**src/rtl/ram_fifo_ctrl_pkg.sv**
```systemverilog
// Shared constants and helpers for the RAM-backed FIFO controller.
// Latency: none (declarations only).
// Backpressure: n/a; ob_has_room() is the read-issue throttle used by the top.
package ram_fifo_ctrl_pkg;

  // Output buffer depth: enough to cover one word in flight from the RAM
  // plus one word being presented downstream.
  localparam int OB_DEPTH = 2;

  typedef logic [1:0] ob_occ_t;

  // A read may be issued only if the word it returns is guaranteed a buffer
  // slot: words already buffered plus the one in flight, minus the one
  // leaving this cycle, must stay below the buffer depth.
  function automatic logic ob_has_room(input ob_occ_t occ,
                                       input logic    inflight,
                                       input logic    pop_fire);
    logic [2:0] committed;
    logic [2:0] limit;
    committed = {1'b0, occ} + {2'b00, inflight};
    limit     = 3'(OB_DEPTH) + {2'b00, pop_fire};
    return committed < limit;
  endfunction

endpackage

```
**src/rtl/ram_fifo_ctrl_outbuf.sv**
```systemverilog
// 2-entry register FIFO that absorbs RAM read data and presents a registered head.
// Latency: data written in cycle N is visible on out_data/out_valid in cycle N+1.
// Backpressure: no in_ready; the producer must never write when full (asserted).
// Ports: clk, rst_n, in_valid/in_data (write), out_valid/out_ready/out_data (read),
//        occ = number of entries held (0..2).
module ram_fifo_outbuf
  import ram_fifo_ctrl_pkg::*;
#(
  parameter int D_WIDTH = 16
) (
  input  logic               clk,
  input  logic               rst_n,
  input  logic               in_valid,
  input  logic [D_WIDTH-1:0] in_data,
  output logic               out_valid,
  input  logic               out_ready,
  output logic [D_WIDTH-1:0] out_data,
  output ob_occ_t            occ
);

  logic [D_WIDTH-1:0] head;
  logic [D_WIDTH-1:0] tail;
  logic               pop;

  assign out_valid = (occ != 2'd0);
  assign out_data  = head;
  assign pop       = out_valid & out_ready;

  // head always holds the oldest entry so out_data comes straight from a flop.
  always_ff @(posedge clk or negedge rst_n) begin
    if (!rst_n) begin
      head <= '0;
      tail <= '0;
      occ  <= 2'd0;
    end else begin
      case (occ)
        2'd0: begin
          if (in_valid) begin
            head <= in_data;
            occ  <= 2'd1;
          end
        end
        2'd1: begin
          case ({in_valid, pop})
            2'b11:   head <= in_data;
            2'b10: begin
              tail <= in_data;
              occ  <= 2'd2;
            end
            2'b01:   occ <= 2'd0;
            default: ;
          endcase
        end
        default: begin
          if (pop) begin
            head <= tail;
            if (in_valid) tail <= in_data;
            else          occ  <= 2'd1;
          end
        end
      endcase
    end
  end

  // Writing into a full buffer without a simultaneous pop would drop a word.
  a_no_overflow: assert property (@(posedge clk) disable iff (!rst_n)
    !(in_valid && occ == 2'd2 && !pop));

endmodule

```
**src/rtl/ram_fifo_ctrl.sv**
```systemverilog
// Single-clock FIFO controller driving an external 1W/1R registered-read RAM.
// Latency: push in cycle N -> read issue N+1 -> RAM data N+2 -> pop_valid N+3; 1 word/cycle steady state.
// Backpressure: push_ready from registered RAM occupancy only; pop side stalls hold head stable.
// Ports: clk, rst_n; push_valid/push_ready/push_data (upstream); pop_valid/pop_ready/pop_data
//        (downstream); ram_* (RAM write/read pins); count = RAM + in-flight + buffered words.
module ram_fifo_ctrl
  import ram_fifo_ctrl_pkg::*;
#(
  parameter int D_WIDTH = 16,
  parameter int A_WIDTH = 5
) (
  input  logic               clk,
  input  logic               rst_n,
  input  logic               push_valid,
  output logic               push_ready,
  input  logic [D_WIDTH-1:0] push_data,
  output logic               pop_valid,
  input  logic               pop_ready,
  output logic [D_WIDTH-1:0] pop_data,
  output logic [A_WIDTH-1:0] ram_address_write,
  output logic [D_WIDTH-1:0] ram_data_write,
  output logic               ram_write_enable,
  output logic [A_WIDTH-1:0] ram_address_read,
  input  logic [D_WIDTH-1:0] ram_data_read,
  output logic [A_WIDTH:0]   count
);

  localparam int DEPTH = 2 ** A_WIDTH;
  localparam int PTR_W = A_WIDTH + 1;
  localparam int CNT_W = A_WIDTH + 1;

  // Pointers carry one extra wrap bit so full and empty are distinguishable.
  logic [PTR_W-1:0] wr_ptr;
  logic [PTR_W-1:0] rd_ptr;
  logic [PTR_W-1:0] ram_cnt;
  logic             inflight;
  ob_occ_t          ob_occ;
  logic             push_fire;
  logic             pop_fire;
  logic             issue;

  assign ram_cnt    = wr_ptr - rd_ptr;
  assign push_ready = (ram_cnt != PTR_W'(DEPTH));
  assign push_fire  = push_valid & push_ready;
  assign pop_fire   = pop_valid & pop_ready;

  // ram_cnt is registered, so a word becomes readable only the cycle after
  // it is written: the RAM never sees a same-address read/write.
  assign issue = (ram_cnt != '0) & ob_has_room(ob_occ, inflight, pop_fire);

  assign ram_address_write = wr_ptr[A_WIDTH-1:0];
  assign ram_data_write    = push_data;
  assign ram_write_enable  = push_fire;
  assign ram_address_read  = rd_ptr[A_WIDTH-1:0];

  always_ff @(posedge clk or negedge rst_n) begin
    if (!rst_n) begin
      wr_ptr   <= '0;
      rd_ptr   <= '0;
      inflight <= 1'b0;
      count    <= '0;
    end else begin
      if (push_fire) wr_ptr <= wr_ptr + PTR_W'(1);
      if (issue)     rd_ptr <= rd_ptr + PTR_W'(1);
      // Marks that ram_data_read carries a real word next cycle; cleared by
      // reset so stale RAM output after a mid-run reset is never captured.
      inflight <= issue;
      count    <= count + CNT_W'(push_fire) - CNT_W'(pop_fire);
    end
  end

  ram_fifo_outbuf #(
    .D_WIDTH (D_WIDTH)
  ) u_outbuf (
    .clk       (clk),
    .rst_n     (rst_n),
    .in_valid  (inflight),
    .in_data   (ram_data_read),
    .out_valid (pop_valid),
    .out_ready (pop_ready),
    .out_data  (pop_data),
    .occ       (ob_occ)
  );

endmodule

```
**config.mk**
```make
export PLATFORM = sky130hd
export DESIGN_NAME = ram_fifo_ctrl
export DESIGN_NICKNAME = d
export VERILOG_FILES = /design/src/rtl/ram_fifo_ctrl_pkg.sv /design/src/rtl/ram_fifo_ctrl_outbuf.sv /design/src/rtl/ram_fifo_ctrl.sv
export SDC_FILE = /design/constraint.sdc
export NUM_CORES = 1
export LEC_CHECK = 0
export ABC_CLOCK_PERIOD_IN_PS = 9050
export BUFFER_PORTS_ARGS = -buffer_cell sky130_fd_sc_hd__buf_2
export CORE_MARGIN = 1
export CORE_UTILIZATION = 46
export CTS_BUF_LIST = sky130_fd_sc_hd__clkbuf_8
export DETAILED_ROUTE_END_ITERATION = 6
export GPL_TIMING_DRIVEN = 0
export PLACE_DENSITY_LB_ADDON = 0.25
export SYNTH_ARGS = -nofsm -noshare
export SYNTH_HDL_FRONTEND = slang
export SYNTH_HIERARCHICAL = 1
export SYNTH_SLANG_ARGS = --single-unit
export TNS_END_PERCENT = 50
```
**constraint.sdc**
```tcl
create_clock -name clk -period 9.05 [get_ports clk]
set_clock_uncertainty 0.15 [all_clocks]
set_input_delay 0.4525 -clock clk [delete_from_list [all_inputs] [get_ports clk]]
set_output_delay 0.4525 -clock clk [all_outputs]
set_load 0.005 [all_outputs]
```
==> key figures <==
Route
  • First DRT Iteration DRCs: 98
  • Uppermost layer routed: met4
  • Detailed Route WL: 6859 um
  • Drt wl/cell: about 14 um
  • Wire length on met3: around 320 um
  • Met2 Wirelength: 3272 um
  • Via density: between 5 and 6
  • Pre-antenna DRT Iters: 4
  • Routed Antenna Nets: 0
  • Routed met1 length: 3182 um
  • Remaining DRCs: 0
  • Vias: 2546

Flow run
  • Maxcap violations: 0

Synthesis
  • Xor-xnor portion of the synthesized cell area: 4.742%
  • Synth Area in Adders: 6.248%
  • Largest family of logic cells by synthesized area: compound AO/OA/AOI/OAI gates
  • FFs w/ async S/R, synth: 100.0%
  • Yosys reg bits: 53
  • Post-synthesis compound-gate area fraction: 17.31%
  • Cell count after synthesis: 306
  • Post-synthesis simple-gate area fraction: 7.189%
  • Synth warn: 6
  • Share of the synthesized area in the top cell type: 39.89%
  • Mapped cell area: 3324 um^2
  • Top_reg_cell synth: dfrtp_1
  • Area leader, netlist: dfrtp_1
  • Mux cell area share after synthesis: 12.95%
  • Post-synth cell types: 47
  • Sequential share of the synthesized area: around two fifths
  • Avg Cell Area, Syn: ~11 um^2
  • Synth top area cells: dfrtp_1, mux2_2, buf_4
  • Post-synth EDFFs: 0
  • Syn nets: between 300 and 400

Clock tree
  • Worst skew pair latency: 0.31 ns
  • CTS H-tree lvls: 2
  • Root buffer cell: clkbuf_8
  • Postcts setup bufs: 0
  • Total clock buffers created by CTS: 5
  • CTS tree: built
  • Clock transition at path regs: around 0.10 ns
  • CTS hold repair buffers: 0
  • Clock buffer depth: 2
  • Post_cts resized: 0
  • Clk sinks: 53

GRT
  • Number of global-route vias before repair: 2455
  • Initial antenna violation count: 0
  • Grt total ovfl: 0
  • Pin count of the biggest net entering global routing: 54
  • First-pass GRT wire length: between 10000 and 15000 um
  • Gr usage total: 19.05%

Floorplanning
  • CORE AREA: 6869 um^2
  • # IOs: 87
  • DIE HEIGHT: ~87 um
  • Die width: 87.01 um
  • # rows: 30
  • Starting Density: roughly 48%
  • Die ar.: 7571 um^2

Critical path
  • CP Capture Type: flip-flop
  • Critical Path Fanout Max: 10
  • Critical Path RT: 9.13 ns
  • Startpoint types: flip-flop
  • Worst path arrival time: 3.31 ns
  • Crit path kind: reg -> reg

Worst hold path
  • Hold Path Class: in -> async

Timing
  • RSZ-0062 raised after global routing: false
  • Endpoints failing hold: 0
  • Max_slew headroom: 20.01%
  • Setup TNS: 0 ns
  • Least-Margin Pin Slew: 1.200 ns
  • Period Utilization, post-route: 35.71%
  • # setup viols final: 0
  • Max-slew violations: 0
  • Final Critical Period: 3.232 ns
  • Max Fclk: 309.4 MHz

Final layout
  • # diodes: 0
  • Total Nets Final: 435
  • Fraction of layout cells with a size suffix above 1: a little over two fifths
  • P&R area growth vs syn: 17.28%
  • Fillcell total: roughly 630
  • Post-route cell area: ~3900 um^2

Pwr
  • Power per cell area: 406.8 nW/um^2
  • VDD IR max: between 0.2 and 0.25 mV
  • LEAKAGE: 0.001826 uW

Placed design
  • Cell Area, Placed: about 3800 um^2
  • Hpwl dp: 4856 um
  • PortBufs: 70
  • RD Place Congestion: around 0.8

Status
  • Outcome: finished clean
-- per-stage QoR --
| stage | hold slack (ns) | power, uW | util [%] | instances | setup slack [ns] |
|---|---|---|---|---|---|
| detailed placement | 0.3400 | 1436 | 55.25 | 472 | 5.845 |
| global route | 0.3335 | 1727 | 56.76 | 479 | 5.432 |
| global placement | 0.3347 | 1399 | 55.25 | 472 | 5.887 |
| floorplan | 0.006909 | 1199 | - | 306 | 6.119 |
| finish | 0.2385 | 1586 | 56.76 | 479 | 5.818 |
| CTS | 0.2939 | 1599 | 56.76 | 479 | 5.797 |
-- worst paths after layout --
kind | startpoint | to | slack, ns | cells past startpoint
min reg2reg | wr_ptr[5] | wr_ptr[5] | 0.35 | 1
min | rst_n | u_outbuf/tail[8] | 0.24 | 1
max in group asynchronous | rst_n | u_outbuf/occ[0] | 7.79 | 1
min in group clk | push_valid | wr_ptr[4] | 0.31 | 3
max | rd_ptr[1] | count[5] | 5.82 | 14
max reg2reg | rd_ptr[1] | count[5] | 5.82 | 14
-- state kept, by name, summed over array words and instances, names as in the netlist --
name and count:
wr_ptr 6, rd_ptr 6, count 6, u_outbuf/occ 2, u_outbuf/tail 16, inflight 1
u_outbuf/out_data 16
-- power by group --
part | internal (uW) | switching [uW] | total (uW)
Clock | 80.6 | 78.0 | 159
Combinational | 489 | 468 | 957
Sequential | 369 | 101 | 470
-- placed cells by master (no fill, tap or decap), types with 16 or more instances in the layout --
master,count
buf_4,30
buf_2,77
a211oi_1,18
dfrtp_1,53
nor3_1,16
inv_1,21
a21oi_1,20
mux2_2,23
o22ai_1,16
-- metal layers --
metal	vias to the layer above	track usage (%)
li1	1220	-
met1	1229	24.88
met2	88	32.64
met3	9	2.370
met4	0	6.364
met5	-	0
-- cells in the mapped netlist, types with 4 or more instances --
cell,count
a211oi_1,18
a21oi_1,20
inv_1,21
mux2_2,23
dfrtp_1,53
xnor2_1,15
buf_6,4
nor2_1,4
nor3_1,16
buf_4,30
ha_1,15
buf_2,7
mux2_4,10
o22ai_1,16
nand2_1,6
o21ai_0,5
-- critical path, stage by stage (launching register included) --
cell and delay [ns]:
dfrtp_1 0.42, inv_1 0.06, ha_1 0.29, nor2b_1 0.24, o22ai_2 0.17, o31ai_2 0.35, nor2_4 0.14, o21ai_2 0.24
inv_1 0.09, ha_1 0.22, a21o_1 0.19, a21oi_1 0.21, o21bai_1 0.10, a21oi_1 0.17, xnor2_1 0.13
-- layout make-up --
type | count | area (um^2) | share of cell area, %
Buffer | 42 | 309.0 | 7.927
Tap cell | 96 | 120.1 | 3.081
Inverter | 21 | 78.83 | 2.022
Sequential cell | 53 | 1326 | 34.02
Clock inverter | 2 | 35.03 | 0.8986
Multi-Input combinational cell | 190 | 1610 | 41.30
Timing Repair Buffer | 70 | 350.3 | 8.986
Clock buffer | 5 | 68.82 | 1.765
-- cells by family after synthesis --
logic type / Yosys count
compound gates: 77
buf+inv: 63
flops: 53
xor+xnor: 18
simple gates: 44
mux: 35
fa+ha+maj: 16
No activity file was read; power rests on OpenSTA's default activity.
